[src/rtl/ss_pkg.sv]
// Shared definitions for the seven-segment display arbiter: digit codes, FSM
// state encoding and the leading-zero blanking helper.
package ss_pkg;

  localparam logic [3:0] SS_BLANK = 4'hF;
  localparam logic [3:0] SS_DASH  = 4'hA;
  localparam logic [3:0] SS_U     = 4'hB;

  typedef enum logic [1:0] {
    StIdle,
    StHold,
    StShare
  } ss_state_e;

  // Zero digits above the first nonzero one turn blank; digit 0 always shows,
  // and any nonzero nibble (numeric or symbol) ends the scan.
  function automatic logic [31:0] lz_blank(logic [31:0] w);
    logic [31:0] r;
    logic        scan;
    r    = w;
    scan = 1'b1;
    for (int d = 7; d >= 1; d--) begin
      if (scan && (w[4*d +: 4] == 4'h0)) begin
        r[4*d +: 4] = SS_BLANK;
      end else begin
        scan = 1'b0;
      end
    end
    return r;
  endfunction

endpackage

[src/rtl/ss_rr_pick.sv]
// Combinational round-robin picker: first set request at or after start_i,
// wrapping modulo N, ignoring masked requesters.
module ss_rr_pick #(
  parameter int unsigned N    = 3,
  parameter int unsigned IdxW = 2
) (
  input  logic [N-1:0]    req_i,
  input  logic [N-1:0]    mask_i,
  input  logic [IdxW-1:0] start_i,
  output logic [N-1:0]    winner_o,
  output logic            valid_o
);

  logic [N-1:0]   cand;
  logic [2*N-1:0] dbl;
  logic [2*N-1:0] rot;
  logic [2*N-1:0] pick;

  assign cand = req_i & ~mask_i;
  assign dbl  = {cand, cand};
  assign rot  = dbl >> start_i;

  // Bit k of rot is requester (start_i + k) mod N; the winner's one-hot is
  // rebuilt by shifting into a double-width vector and folding the halves.
  always_comb begin
    valid_o = 1'b0;
    pick    = '0;
    for (int k = 0; k < N; k++) begin
      if (!valid_o && rot[k]) begin
        valid_o = 1'b1;
        pick    = {{(2*N-1){1'b0}}, 1'b1} << start_i;
        pick    = pick << k;
      end
    end
    winner_o = pick[N-1:0] | pick[2*N-1:N];
  end

endmodule

[src/rtl/ss_display_arbiter.sv]
// Round-robin owner selection for the shared 8-digit display with a minimum
// hold time per owner; registers the owner's BCD word and DP for the driver.
module ss_display_arbiter
  import ss_pkg::*;
#(
  parameter int unsigned N           = 3,
  parameter int unsigned HOLD_CYCLES = 1_000_000,
  parameter int unsigned LZ_BLANK    = 1
) (
  input  logic            clk,
  input  logic            rst,
  input  logic [N-1:0]    req,
  input  logic [32*N-1:0] data_in,
  input  logic [N-1:0]    dp_in,
  output logic [N-1:0]    grant,
  output logic            owner_valid,
  output logic [31:0]     data_BCD,
  output logic            DP
);

  localparam int unsigned IdxW = (N > 1) ? $clog2(N) : 1;
  localparam int unsigned CntW = $clog2(HOLD_CYCLES + 1);

  ss_state_e       state_q, state_d;
  logic [IdxW-1:0] owner_q, owner_d;
  logic [CntW-1:0] hold_cnt_q, hold_cnt_d;
  logic [N-1:0]    grant_q, grant_d;
  logic            valid_q, valid_d;
  logic [31:0]     data_q, data_d;
  logic            dp_q, dp_d;

  logic [N-1:0]    owner_oh;
  logic [N-1:0]    mask;
  logic [IdxW-1:0] start;
  logic [N-1:0]    win_oh;
  logic            win_valid;
  logic [IdxW-1:0] win_idx;
  logic            owner_req;
  logic            do_switch;
  logic [31:0]     sel_word;
  logic            sel_dp;

  always_comb begin
    owner_oh = '0;
    for (int i = 0; i < N; i++) begin
      owner_oh[i] = (owner_q == IdxW'(i));
    end
  end

  // owner_q doubles as last_owner while idle, so the search always starts
  // just past whoever held the display most recently.
  assign start     = (owner_q == IdxW'(N - 1)) ? '0 : owner_q + 1'b1;
  assign mask      = (state_q == StIdle) ? '0 : owner_oh;
  assign owner_req = |(req & owner_oh);

  ss_rr_pick #(
    .N    (N),
    .IdxW (IdxW)
  ) u_rr_pick (
    .req_i    (req),
    .mask_i   (mask),
    .start_i  (start),
    .winner_o (win_oh),
    .valid_o  (win_valid)
  );

  always_comb begin
    win_idx = '0;
    for (int i = 0; i < N; i++) begin
      if (win_oh[i]) win_idx = IdxW'(i);
    end
  end

  always_comb begin
    state_d    = state_q;
    owner_d    = owner_q;
    hold_cnt_d = hold_cnt_q;
    do_switch  = 1'b0;
    unique case (state_q)
      StIdle: begin
        if (win_valid) do_switch = 1'b1;
      end
      StHold: begin
        if (!owner_req) begin
          if (win_valid) do_switch = 1'b1;
          else           state_d   = StIdle;
        end else if (hold_cnt_q == '0) begin
          // Hold expired: hand over at once if contended so the owner gets
          // exactly HOLD_CYCLES cycles, otherwise keep it in SHARE.
          if (win_valid) do_switch = 1'b1;
          else           state_d   = StShare;
        end else begin
          hold_cnt_d = hold_cnt_q - 1'b1;
        end
      end
      StShare: begin
        if (win_valid)       do_switch = 1'b1;
        else if (!owner_req) state_d   = StIdle;
      end
      default: state_d = StIdle;
    endcase
    if (do_switch) begin
      state_d    = StHold;
      owner_d    = win_idx;
      hold_cnt_d = CntW'(HOLD_CYCLES - 1);
    end
  end

  always_comb begin
    sel_word = '0;
    sel_dp   = 1'b0;
    grant_d  = '0;
    for (int i = 0; i < N; i++) begin
      if (owner_d == IdxW'(i)) begin
        sel_word   = data_in[32*i +: 32];
        sel_dp     = dp_in[i];
        grant_d[i] = 1'b1;
      end
    end
    valid_d = (state_d != StIdle);
    if (!valid_d) begin
      grant_d = '0;
      data_d  = {8{SS_BLANK}};
      dp_d    = 1'b0;
    end else begin
      data_d = (LZ_BLANK != 0) ? lz_blank(sel_word) : sel_word;
      dp_d   = sel_dp;
    end
  end

  always_ff @(posedge clk or posedge rst) begin
    if (rst) begin
      state_q    <= StIdle;
      owner_q    <= IdxW'(N - 1);
      hold_cnt_q <= '0;
      grant_q    <= '0;
      valid_q    <= 1'b0;
      data_q     <= {8{SS_BLANK}};
      dp_q       <= 1'b0;
    end else begin
      state_q    <= state_d;
      owner_q    <= owner_d;
      hold_cnt_q <= hold_cnt_d;
      grant_q    <= grant_d;
      valid_q    <= valid_d;
      data_q     <= data_d;
      dp_q       <= dp_d;
    end
  end

  assign grant       = grant_q;
  assign owner_valid = valid_q;
  assign data_BCD    = data_q;
  assign DP          = dp_q;

endmodule

[config.mk]
export PLATFORM = sky130hd
export DESIGN_NAME = ss_display_arbiter
export DESIGN_NICKNAME = d
export VERILOG_FILES = /design/src/rtl/ss_pkg.sv /design/src/rtl/ss_rr_pick.sv /design/src/rtl/ss_display_arbiter.sv
export SDC_FILE = /design/constraint.sdc
export NUM_CORES = 1
export LEC_CHECK = 0
export ABC_AREA = 1
export CORE_MARGIN = 2
export CORE_UTILIZATION = 45
export DETAILED_ROUTE_END_ITERATION = 16
export GPL_TIMING_DRIVEN = 1
export PLACE_DENSITY = 0.81
export SYNTH_ARGS = -nofsm -noshare
export SYNTH_HDL_FRONTEND = slang
export SYNTH_SLANG_ARGS = --single-unit
[constraint.sdc]
create_clock -name clk -period 3.1 [get_ports clk]
set_clock_uncertainty 0.15 [all_clocks]
set_input_delay 0.31 -clock clk [delete_from_list [all_inputs] [get_ports clk]]
set_output_delay 0.31 -clock clk [all_outputs]
set_load 0.02 [all_outputs]
Yosys cells after proc, flatten, opt, wreduce, memory -nomap -nowiden. Index checks and enable logic that the tools add are counted.

Register bits: 61. Output and inout port bits: 37. Logic and storage cells: 107.

Add/sub/neg operators: 2. Eq/ne operators: 7. Shift-type cells: 2. Muxes and demuxes: 58. Bitwise operators: 4. Reduce and logical (&&, ||, !) cells: 27.

Operators with widths (count): $mux 32 (4); $mux 20 (4); $logic_not 4->1 (7); $mux 4 (7); $mux 1 (26); $logic_not 20->1 (1); $mux 2 (10); $sub 20x1->20 const B (1); $mux 6 (3); $logic_and 1x1->1 (8); $and 3x3->3 (2); $eq 2x1->1 const B (3); $eq 2x2->1 const B (3); $logic_not 2->1 (3); $mux 3 (2); $pmux 2 s3 (1); $reduce_bool 2->1 (3); $shl 1x2->6 const A (1); $shr 6x2->3 (1); $not 3->3 (1); $or 3x3->3 (1); $reduce_and 3->1 (1); $reduce_or 3->1 (1); $add 2x1->2 const B (1); 4 further kinds (5).

Depth between registers and ports, before layout. Gate-level depths: netlist of run 1.

Depth in word-level cells: 42. Mapped depth: 22. Mapped depth without buffers: 21.

Modules after synthesis. From an unflattened synthesis of run 1, not the netlist that was laid out.

Cell total of the unflattened synthesis: 514. Area total of the unflattened synthesis: 3824.9 µm².

Modules (own cells, without submodules): ss_display_arbiter (instances 1, cells each 468, area an instance 3559.7 µm², sequential area each 1567.8 µm²); ss_rr_pick (instances 1, cells each 46, area an instance 265.3 µm², sequential area each 0.0 µm²).

Least setup slack after synthesis of run 1. Ideal clock, no wire load.

Path kind: register -> register. From: register owner_q[1]. To: register data_q[4] (netlist: data_BCD[4]). Setup time: 0.062 ns. Data arrival time: 2.484 ns. Required time: 2.888 ns. Setup slack: 0.404 ns. Stages on the path, launching flop included: 22. Period minus slack after synthesis: 2.696 ns. Path through: dfstp_2 -> buf_6 -> inv_2 -> nand3_1 -> nand3_2 -> nand2b_4 -> nor2_4 -> inv_4 -> nand2_4 -> nand2_2 -> nand2_4 -> inv_4 -> buf_6 -> nand3_1 -> nand2_1 -> nor2_1 -> nand2_1 -> nor2_4 -> nand3_4 -> nor2_4 -> nand4_2 -> nand2_1.

Longest elaborated chain between the ends: 42. Elaborated cells between the ends (all ways): 72.

RTL lines: start: declaration (RTL line ss_display_arbiter.sv:25) `logic [IdxW-1:0] owner_q, owner_d;`; start signal: assignment (RTL line ss_display_arbiter.sv:134) `owner_q <= IdxW'(N - 1);`; start signal: assignment (RTL line ss_display_arbiter.sv:142) `owner_q <= owner_d;`; $eq 2x1->1, or another cell as far along (RTL line ss_display_arbiter.sv:46) `owner_oh[i] = (owner_q == IdxW'(i));`; $mux 3 (RTL line ss_display_arbiter.sv:53) `assign mask = (state_q == StIdle) ? '0 : owner_oh;`; $not 3->3 (RTL line ss_rr_pick.sv:19) `assign cand = req_i & ~mask_i;`; $and 3x3->3 (RTL line ss_rr_pick.sv:19); $shr 6x2->3 (RTL line ss_rr_pick.sv:21) `assign rot = dbl >> start_i;`; $mux 1 (RTL line ss_rr_pick.sv:29) `if (!valid_o && rot[k]) begin`; $logic_not 1->1 (RTL line ss_rr_pick.sv:29); $logic_and 1x1->1 (RTL line ss_rr_pick.sv:29); [... 27 more ...]; $mux 1 (RTL line ss_display_arbiter.sv:121) `if (!valid_d) begin`; $logic_and 1x1->1 (RTL line ss_pkg.sv:23) `if (scan && (w[4*d +: 4] == 4'h0)) begin`; $mux 1 (RTL line ss_pkg.sv:23); $mux 1 (RTL line ss_display_arbiter.sv:121); $logic_and 1x1->1 (RTL line ss_pkg.sv:23); $mux 4 (RTL line ss_pkg.sv:23); $mux 32 (*) (RTL line ss_display_arbiter.sv:121); net data_d[4] (RTL line ss_display_arbiter.sv:29) `logic [31:0] data_q, data_d;`; end signal: assignment (RTL line ss_display_arbiter.sv:138) `data_q <= {8{SS_BLANK}};`; end signal: assignment (RTL line ss_display_arbiter.sv:146) `data_q <= data_d;`; end: declaration (RTL line ss_display_arbiter.sv:29).

Mark *: on every way through the listed nets, which the timed path passes. The rest lies on a longest branch. The select of a mux whose other input is x is not followed. A chain may end at the register's enable or synchronous reset.

Worst setup path after layout of run 1.
From: register owner_q[1]. To: register data_q[6] (netlist: data_BCD[6]).

The elaborated chain is that of the path after synthesis.

==> impl_metrics.yaml, run 1 <==
run_status:
  outcome: "complete, but fails checks"
  failed_checks: "negative setup slack"
global_route:
  track_usage: 0.261
  grt_pass1_vias: 3838
  grt_max_degree: 62
  globalRouteOverflowTotal: 0
  grt_pass1_wl_um: 18200
  antenna_found_initial: 0
critical_path:
  crit_chain: "buf_6 > nand2_1 > nand3_4 > and2b_2 > nand2_2 > nand2_2 > nand2_2 > nand3_2 > nand2_4 > buf_6 > nor2_4 > nand2_1 > nand2_2 > nand2_2 > nor2_4 > nand3_4 > nor2_4 > nand4_4 > nand2_1"
  crit_arrival_ns: 3.29
  crit_path_top_delay_cell: "dfstp_2"
  cp-start-kind: "register"
  cp_top_family: "simple AND/OR/NAND/NOR gates"
  critPathMaxStageDelay_ns: 0.63
  timing.rr.start: "owner_q[1]"
  ff2ff_setup_slack_ns: -0.06
  critPathKind: "reg2reg"
  worstSetupEndpointType: "register"
  reg2reg_depth: 19
  crit_buf_inv: 2
  r2r_end: "data_BCD[6]"
  crit_top_cell: "nand2_2"
  cp_max_fo: 7
  crit_required_ns: 3.23
cells_and_area:
  syn_to_final_growth_pct: 66.4
  final-seq-area_um2: 1570
  final_layout_size_suffix_gt1_frac: 0.272
  fin_nets: 815
  final_common_cell: "clkdlybuf4s50_1"
  antenna-diode-count: 0
  final_cell_mix: "clkdlybuf4s50_1 (140), nand2_1 (139), inv_1 (58), buf_4 (48), nand3_1 (47)"
  final.fill_count: 531
  multi_input_area_um2: 2080
route:
  wire_per_inst_um: 16.4
  postRouteWirelength_um: 13400
  routed.top_layer: "met4"
  ant_nets: 0
  wl_met1_um: 5280
  first_pass_iters: 5
  drc: 0
  met2_length_um: 6810
  num_vias: 4315
  avgViaCountPerCell: 5.27
  drtIter0Drc: 206
  dr_wl_met3_um: 710
logic_synthesis:
  ys_seq_area_frac: 0.420
  syn_nets: 621
  syn_inst: 515
  avgSynthCellArea_um2: 7.25
  syn_area_um2: 3730
  ys_ff_latch: 61
  synthDistinctLibCells: 40
  ys_warn_count: 0
timing:
  setup_tns_ns: -0.617
  fin_ws_ns: -0.0561
  fin_crit_sh: 1.02
  relSlewSlack: 0.477
  fmax_ghz: 0.317
  layout_min_cycle_time_ns: 3.16
  finalSetupViolations: 14
  hold_viol: 0
  rsz0062_at_grt: "yes"
  slew_violations: 0
  worst_pin_slew_ns: 0.784
clock_tree:
  clk_latency_ns: 0.35
  clock-sinks: 61
  clk_pin_slew_worst_paths_ns: 0.07
  clockBufferDepth: 2
  cts_root_buf: "clkbuf_8"
  cts_tree: "done"
  htreeDepth: 3
  cts_buffers: 9
  holdBufCountCts: 0
floorplan:
  core_um2: 8130
  start_util: 0.459
  die_area_um2: 9040
  ios: 141
  die_w_um: 95.1
  fp.dieH_um: 95.1
  rows: 33
placed_design:
  post-dp-hpwl_um: 9000
  io_buffers: 140
  gp_congestion: 0.891
pwr:
  power_mw: 8.69
  ir_drop_uv: 736
  power_leakage_nw: 2.88
  p_per_area_nw_per_um2: 1400
min_path:
  min_path_type: "in2async"
job:
  max_cap_viol_count: 0
==> cell families after synthesis <==
logic type,count (synthesis),share of synthesized area
AOI/OAI and AO/OA,38,0.0583
buffers and inverters,81,0.0962
and+or+nand+nor,327,0.405
adders and majority gates,2,0.00670
DFF,61,0.420
xor gates and xnor gates,6,0.0141
==> final cells by class <==
type                    instances  area share
inverters                      66      0.0415
flip-flops and latches         61       0.253
well taps                     105      0.0211
clock buffers                  14      0.0312
repair buffers                198       0.309
multi-input cells             373       0.334
clock inverters                 2     0.00967
==> tightest hold or removal path: cells and delay by family <==
family	cells	cell delay (ns)
buffers and inverters	3	1.05
==> power by group <==
part,internal (mW),switching [mW]
logic,2.73,3.67
registers,1.27,0.130
clock network,0.569,0.328
==> metal layers <==
metal  up-vias  track usage
met5         -            0
met4         0        0.104
met3        53       0.0419
met2       181        0.435
met1      2072        0.339
li1       2009            -
==> sequential cells by signal, summed over array words and instances, names as in the netlist <==
| signal | flops |
|---|---|
| grant | 3 |
| DP | 1 |
| hold_cnt_q | 20 |
| data_BCD | 32 |
| owner_q | 2 |
| state_q | 2 |
| owner_valid | 1 |
==> worst max-delay path by stage <==
stage | from | endpoint | cells after the start | slack, ns
3_5_place_dp | req[2] | data_BCD[14] | 18 | -0.26
6_report | owner_q[1] | data_BCD[6] | 19 | -0.06
2_1_floorplan | owner_q[1] | data_BCD[4] | 21 | 0.40
3_3_place_gp | req[2] | data_BCD[13] | 18 | -0.06
4_1_cts | owner_q[1] | data_BCD[14] | 19 | 0.01
5_1_grt | owner_q[1] | data_BCD[6] | 19 | -0.17
==> cell usage after synthesis, drive strengths merged <==
library cell  instances  area [um2]
nand3                67         373
inv                  65         249
nand2b                1        13.8
xnor2                 4        35.0
nor4                  1        6.26
clkinv                1        3.75
a21oi                11        70.1
nand4                 9        62.6
a31oi                 1        6.26
nor3                  9        45.0
or2                   1        6.26
and2b                 1        7.51
clkbuf                3        11.3
buf                  12        95.1
xor2                  2        17.5
dfrtp                28         701
o21ai                23         119
o31ai                 1        7.51
nand3b                2        15.0
nor3b                 1        7.51
nor2                 61         277
ha                    2        25.0
and3                  3        18.8
dfstp                33         867
o211ai                2        15.0
nand2               171         679
==> metrics by stage <==
stage | utilization | instance area (um2) | setup slack, ns | instances | hold slack (ns)
6_report | 0.764 | 6210 | -0.0561 | 819 | 0.353
5_1_grt | 0.764 | 6210 | -0.174 | 819 | 0.385
4_1_cts | 0.714 | 5810 | 0.0150 | 808 | 0.360
3_5_place_dp | 0.682 | 5550 | -0.264 | 792 | 0.346
3_3_place_gp | 0.682 | 5550 | -0.0583 | 792 | 0.326
2_1_floorplan | - | 3730 | 0.404 | 515 | 0.295
==> timing repair <==
item	CTS	global route
pin swaps	0	25
setup buffers	0	11
resized for setup	3	80
cloned	0	1
setup endpoints to repair	12	29
Power figures use the tool's default switching activity.
==> run 2: changes to the inputs <==
- GPL_TIMING_DRIVEN: 1 -> not set
==> results of run 2 <==
The final DEF is identical to that of run 1; final timing and power are the same.
==> run 3: changes to the inputs <==
- ABC_CLOCK_PERIOD_IN_PS: not set -> 3100
==> results of run 3 <==
The final DEF is identical to that of run 1; final timing and power are the same.
